File: src/rtl/if_pkg.sv
// Shared definitions for the instruction fetch unit: FSM encoding, reset PC
// default and the buffer entry layout.
package if_pkg;

    typedef enum logic [1:0] {
        IDLE = 2'd0,
        REQ  = 2'd1,
        WAIT = 2'd2
    } fetch_state_t;

    localparam logic [31:0] IF_RESET_PC  = 32'h0000_0000;
    localparam int          IF_BUF_DEPTH = 2;

    typedef struct packed {
        logic [31:0] pc;
        logic [31:0] instr;
    } if_entry_t;

    // A new request may be issued only while buffered plus in-flight entries fit.
    function automatic logic has_credit(input logic [1:0] count,
                                        input logic       outstanding,
                                        input int         depth);
        logic [2:0] used;
        used = {1'b0, count} + {2'b00, outstanding};
        return used < 3'(depth);
    endfunction

endpackage

File: src/rtl/fetch_buffer.sv
// Two-entry instruction FIFO between the memory response path and the core.
// Flush wins over push and pop in the same cycle.
module fetch_buffer
    import if_pkg::*;
(
    input  logic        clk,
    input  logic        rst_n,
    input  logic        push,
    input  if_entry_t   push_data,
    input  logic        pop,
    input  logic        flush,
    output logic [1:0]  count,
    output if_entry_t   head
);

    if_entry_t mem [2];
    logic      wr_ptr;
    logic      rd_ptr;

    always_ff @(posedge clk or negedge rst_n) begin
        if (!rst_n) begin
            mem[0] <= '0;
            mem[1] <= '0;
            wr_ptr <= 1'b0;
            rd_ptr <= 1'b0;
            count  <= 2'd0;
        end else if (flush) begin
            wr_ptr <= 1'b0;
            rd_ptr <= 1'b0;
            count  <= 2'd0;
        end else begin
            if (push) begin
                mem[wr_ptr] <= push_data;
                wr_ptr      <= ~wr_ptr;
            end
            if (pop) begin
                rd_ptr <= ~rd_ptr;
            end
            count <= count + 2'(push) - 2'(pop);
        end
    end

    assign head = mem[rd_ptr];

endmodule

File: src/rtl/instruction_fetch.sv
// Instruction fetch unit: single-outstanding memory requester feeding a
// two-entry buffer, with redirect flush and stale-response tracking.
module instruction_fetch
    import if_pkg::*;
#(
    parameter logic [31:0] RESET_PC  = IF_RESET_PC,
    parameter int          BUF_DEPTH = IF_BUF_DEPTH
) (
    input  logic        clk,
    input  logic        rst_n,
    output logic        imem_req,
    output logic [31:0] imem_addr,
    input  logic        imem_ready,
    input  logic        imem_rvalid,
    input  logic [31:0] imem_rdata,
    output logic        inst_valid,
    output logic [31:0] instruction,
    output logic [31:0] inst_pc,
    input  logic        inst_ready,
    input  logic        redirect,
    input  logic [31:0] redirect_pc
);

    fetch_state_t state;
    fetch_state_t state_next;
    logic [31:0]  pc;
    logic [31:0]  pc_next;
    logic [31:0]  resp_pc;
    logic         stale;
    logic [1:0]   count;
    logic [1:0]   count_next;
    logic         accept;
    logic         rsp_done;
    logic         push;
    logic         pop;
    if_entry_t    push_data;
    if_entry_t    head;

    assign accept     = (state == REQ) && imem_ready;
    assign rsp_done   = (state == WAIT) && imem_rvalid;
    assign push       = rsp_done && !stale && !redirect;
    assign inst_valid = (count != 2'd0) && !redirect;
    assign pop        = inst_valid && inst_ready;
    assign push_data  = '{pc: resp_pc, instr: imem_rdata};

    always_comb begin
        count_next = redirect ? 2'd0 : (count + 2'(push) - 2'(pop));
    end

    // A stale request keeps its address on the bus, but the PC already holds
    // the redirect target, so acceptance of it must not advance the PC.
    always_comb begin
        pc_next = pc;
        if (redirect) begin
            pc_next = redirect_pc;
        end else if (accept && !stale) begin
            pc_next = pc + 32'd1;
        end
    end

    always_comb begin
        state_next = state;
        case (state)
            IDLE: if (has_credit(count_next, 1'b0, BUF_DEPTH)) state_next = REQ;
            REQ:  if (imem_ready) state_next = WAIT;
            WAIT: if (imem_rvalid) begin
                state_next = has_credit(count_next, 1'b0, BUF_DEPTH) ? REQ : IDLE;
            end
            default: state_next = IDLE;
        endcase
    end

    always_ff @(posedge clk or negedge rst_n) begin
        if (!rst_n) begin
            state     <= IDLE;
            pc        <= RESET_PC;
            imem_req  <= 1'b0;
            imem_addr <= RESET_PC;
            resp_pc   <= 32'd0;
            stale     <= 1'b0;
        end else begin
            state    <= state_next;
            pc       <= pc_next;
            imem_req <= (state_next == REQ);
            if ((state_next == REQ) && (state != REQ)) begin
                imem_addr <= pc_next;
            end
            if (accept) begin
                resp_pc <= imem_addr;
            end
            if (rsp_done) begin
                stale <= 1'b0;
            end else if (redirect && ((state == WAIT) || (state == REQ))) begin
                stale <= 1'b1;
            end
        end
    end

    fetch_buffer u_buf (
        .clk       (clk),
        .rst_n     (rst_n),
        .push      (push),
        .push_data (push_data),
        .pop       (pop),
        .flush     (redirect),
        .count     (count),
        .head      (head)
    );

    assign instruction = head.instr;
    assign inst_pc     = head.pc;

endmodule

File: config.mk
export PLATFORM = sky130hd
export DESIGN_NAME = instruction_fetch
export DESIGN_NICKNAME = d
export VERILOG_FILES = /design/src/rtl/if_pkg.sv /design/src/rtl/fetch_buffer.sv /design/src/rtl/instruction_fetch.sv
export SDC_FILE = /design/constraint.sdc
export NUM_CORES = 1
export LEC_CHECK = 0
export CAP_MARGIN = 20
export CORE_MARGIN = 4
export CORE_UTILIZATION = 25
export DETAILED_ROUTE_END_ITERATION = 10
export DONT_BUFFER_PORTS = 1
export PLACE_DENSITY_LB_ADDON = 0.25
export SLEW_MARGIN = 30
export SYNTH_ARGS = -nofsm -noshare
export SYNTH_HDL_FRONTEND = slang
export SYNTH_SLANG_ARGS = --single-unit
export TNS_END_PERCENT = 20
File: constraint.sdc
create_clock -name clk -period 3.8 [get_ports clk]
set_input_delay 1.14 -clock clk [delete_from_list [all_inputs] [get_ports clk]]
set_output_delay 1.14 -clock clk [all_outputs]
set_load 0.1 [all_outputs]
==> impl_summary.md <==
Setup path
The worst register-to-register path ends at imem_addr[1]. Along the worst path, the maximum fanout reaches 30. The launch instance of the worst register-to-register path is state[0]. The internal reg-to-reg setup slack is ~0.71 ns. The worst setup path is launched from a flip-flop. The setup path with the least slack is of type reg2out.

The required arrival time at the worst endpoint is ~2.7 ns. The worst-case reg-to-reg path depth is 11. The stage delay of the slowest cell on the critical path is 0.74 ns. The nature of the critical path endpoint is an output pin. Walking the worst path, the cells encountered are buf_4 > mux2_2.

The slowest stage of the critical path belongs to the cell sky130_fd_sc_hd__dfrtp_4. Data on the critical path arrives at its endpoint at about 2.2 ns.

Route
Dividing the detail-routed via count by the number of cells gives about 4.6. Once detail routing completed, the nets flagged for antenna violations numbered 0. The routed wire length per instance is 19.83 µm. The number of iterations in the first detailed-routing pass is 4. The iteration-0 DRC count of the detailed router is roughly 320. The number of remaining DRC errors is 0.

The detailed-route via count is about 6,000. The routed design has 25.95 mm of wire.

Die
The floorplan die height is roughly 210 µm. For this configuration, the core starts out at a cell density of between 20% and 30%. The site row count is 73. The boundary pin count is 168. The floorplan step defined a die boundary enclosing 44,340 µm². The x dimension of the die is between 200 and 250 µm.

The area of the core is 40,190 µm².

Synthesis
Ranked by total cell area, the synthesized netlist is headed by sky130_fd_sc_hd__dfrtp_1, sky130_fd_sc_hd__mux2_2, sky130_fd_sc_hd__nand2_1. The async set-or-reset flop fraction in the synthesized netlist is between 90% and 100%. Each instance of the synthesized netlist takes up on average 13.50 µm². In this run, synthesis inferred 0 flip-flops with an integrated enable. The most used flip-flop cell after synthesis is sky130_fd_sc_hd__dfrtp_1.

Synthesis produced 760 cells. The area share of the leading cell type in the synthesized netlist is 56.59%. Summing the sequential cell areas from Yosys gives between 50 and 60% of the chip area. In this run, distinct cell masters in the synthesized netlist total 43. The flip-flop and latch count after synthesis is around 230. Yosys printed 0 warnings. Summed over all instances, the cell type with the most area after synthesis is sky130_fd_sc_hd__dfrtp_1. The net count after synthesis is 837. The summed instance area of the synthesized netlist is slightly above 10,000 µm².

Clock tree
The buffer levels on the longest clock path is 3. The tree built by TritonCTS fans out to 232 sinks. The H-tree depth is 1. After clock tree synthesis, the flow added hold-fix buffers numbering 0. In this run the post-CTS setup repair buffer count came out at 0. After clock tree synthesis, the clock-pin slew on the worst setup and hold paths is 0.06 ns.

The clock latency at the later pin of the worst-skew pair is around 0.55 ns. Buffers inserted during clock tree synthesis total 28. The clock tree root driver cell is sky130_fd_sc_hd__clkbuf_16. TritonCTS built the clock tree. Post-CTS repair changed the size of 0 cells.

Power and ir drop
The power density over cell area is around 930 nW/µm². Internal power comes to ~5800 µW. In this run, flip-flops and latches consume between 40% and 50% of the power.

The analysis attributes to cell leakage a power of about 0.0053 µW. Net switching is a little under half of the power. The share of total power dissipated in combinational logic is between 30% and 40%. The clock power share is 24.3%. For this design the total switching power over the nets is about 5300 µW. IR analysis of the VDD net gives a maximum drop of roughly 0.00049 V.

Placed design
The HPWL after detailed placement is between 15 and 20 mm. The placed standard-cell area is around 11,000 µm². At the end of routability-driven placement, the weighted congestion stood at roughly 0.73. The cell total after placement is 1,257. The port buffer count is 0.

Run status
The flow ran to the end, and the final reports show no timing, DRC or antenna violations.

Timing
The time the final worst path needs with I/O delays and setup is ~3.4 ns. The number of max-slew violations in the final report was 0. Setup repair after global routing left no endpoint under its margin. The transition at the pin with the smallest max-transition slack is ~1 ns. The part of the cycle the worst path needs is 88.49%. The final worst clock skew is ~0.015 ns. Setup violations remaining at the end of the flow were counted as 0.

The worst pin sits at a relative slew slack of 32.44%. The final hold violation count is 0. Timing would allow up to 0.2974 GHz.

GRT
The global-route congestion overflow total is 0. The wire length of the first global-routing pass is between 40 and 50 mm. The via count of the first global-routing pass is around 6,400.

The initial antenna violation count came to 3. The pin count of the biggest net entering global routing is 233. Global routing consumed, over all layers together, ~12% of the routing resources.

Cells and area
Leaving out fill and tap cells, the most frequent cell in the layout is sky130_fd_sc_hd__mux2_2. Excluding fillers, the count of instances in the completed layout stands at about 1,300. The area growth from synthesis to layout is 15.84%.

The number of nets at the end of the flow is 839. Leaving out fill and tap cells, the most frequent cells in the layout are sky130_fd_sc_hd__mux2_2, sky130_fd_sc_hd__dfrtp_1, sky130_fd_sc_hd__nand2_1, sky130_fd_sc_hd__clkbuf_16, sky130_fd_sc_hd__nor2_1. The proportion of layout cells with a drive suffix above 1 is a little over two fifths. The finished cells cover between 10,000 and 15,000 µm².

Worst hold path
The worst hold path belongs to the class in2async.

Job
The tool flagged a number of max-cap violations equal to 0.
## metal layers
metal / track usage, % / share of wire, % / vias to the layer above
met1: 15.22 / 44 / 3067
met5: 0 / 0.050 / -
li1: - / - / 2784
met3: 3.944 / 7.2 / 39
met2: 18.33 / 46 / 135
met4: 2.727 / 2.4 / 2
## worst max-delay path, delay by kind of cell (launching register included)
kind | cells | cell delay, ns
buf+inv | 1 | 0.31
flops | 1 | 0.74
mux | 1 | 0.58
## logic make-up after synthesis
kind of cell | count (synthesis) | share of synthesized area, %
AO/OA/AOI/OAI | 63 | 3.939
XOR/XNOR | 11 | 1.073
adder cells (fa/ha/maj) | 7 | 0.8536
buffers and inverters | 50 | 1.976
flip-flops | 232 | 56.59
multiplexers | 257 | 28.28
AND/OR/NAND/NOR | 140 | 7.293
## registers in the layout, indices dropped and copies added, names as in the netlist
| name | cells |
|---|---|
| resp_pc | 32 |
| imem_addr | 32 |
| imem_req | 1 |
| state | 2 |
| stale | 1 |
| u_buf.count | 2 |
| u_buf.rd_ptr | 1 |
| u_buf.wr_ptr | 1 |
| u_buf.mem | 128 |
| pc | 32 |
## stage by stage
stage	total power [µW]	TNS, ns	utilization [%]	hold WS (ns)	worst slack, ns
floorplan	7967	-2.328	-	0.4737	-0.1056
global placement	8466	0	27.24	0.4809	0.4856
detailed placement	8501	0	27.25	0.4873	0.4419
CTS	11270	0	29.55	0.2563	0.3744
global route	11560	0	29.55	0.2589	0.3452
finish	11070	0	29.57	0.2983	0.4373
## cells in the mapped netlist, types with 2 or more instances
cell type                  number
sky130_fd_sc_hd__mux2_2       251
sky130_fd_sc_hd__nor3_1         3
sky130_fd_sc_hd__o31ai_1       12
sky130_fd_sc_hd__nor2b_1        7
sky130_fd_sc_hd__or3_1          6
sky130_fd_sc_hd__a21oi_1        8
sky130_fd_sc_hd__nand4_1        9
sky130_fd_sc_hd__inv_1          6
sky130_fd_sc_hd__clkbuf_1      33
sky130_fd_sc_hd__mux2_4         3
sky130_fd_sc_hd__or4_1         14
sky130_fd_sc_hd__o211a_1        5
sky130_fd_sc_hd__xnor2_1        2
sky130_fd_sc_hd__xor2_1         8
sky130_fd_sc_hd__a22oi_1        2
sky130_fd_sc_hd__o21ai_0       19
sky130_fd_sc_hd__and4_1         4
sky130_fd_sc_hd__o211ai_1       2
sky130_fd_sc_hd__a31oi_1       12
sky130_fd_sc_hd__dfrtp_1      232
sky130_fd_sc_hd__nand3_1       15
sky130_fd_sc_hd__nor2_1        27
sky130_fd_sc_hd__and2_1         5
sky130_fd_sc_hd__nand2_1       36
sky130_fd_sc_hd__nor3b_1        2
sky130_fd_sc_hd__ha_1           7
sky130_fd_sc_hd__buf_1          3
sky130_fd_sc_hd__mux2i_1        3
sky130_fd_sc_hd__and3_1         4
sky130_fd_sc_hd__buf_2          6
sky130_fd_sc_hd__nor4_1         2
## final cells by class
| type | count | area [µm²] |
|---|---|---|
| sequential | 232 | 5814 |
| timing repair buffer | 15 | 150.1 |
| fill | 4080 | 28300 |
| clock buffer | 43 | 838.3 |
| clock inverter | 6 | 85.08 |
| antenna | 3 | 7.507 |
| tap | 525 | 656.9 |
| multi-input combinational | 478 | 4307 |
| inverter | 7 | 26.28 |
## power by group through the flow
stage | clock network, µW | logic (µW) | registers [µW]
after floorplan | 0 | 3250 | 4720
after global placement | 0 | 3480 | 4980
after detailed placement | 0 | 3500 | 5000
after CTS | 2800 | 3510 | 4960
after global routing | 2880 | 3640 | 5040
final | 2690 | 3460 | 4920
## worst max path at each step
stage                     slack, ns          from       endpoint  cells past startpoint
final                          0.44  u_buf.rd_ptr    inst_pc[15]                      2
after global routing           0.35  u_buf.rd_ptr    inst_pc[15]                      2
after CTS                      0.37  u_buf.rd_ptr    inst_pc[27]                      2
after detailed placement       0.44   imem_rvalid  imem_addr[18]                      9
after global placement         0.49   imem_rvalid   imem_addr[5]                      9
after floorplan               -0.11      redirect  imem_addr[22]                     14
No activity file was read; power rests on OpenSTA's default activity.
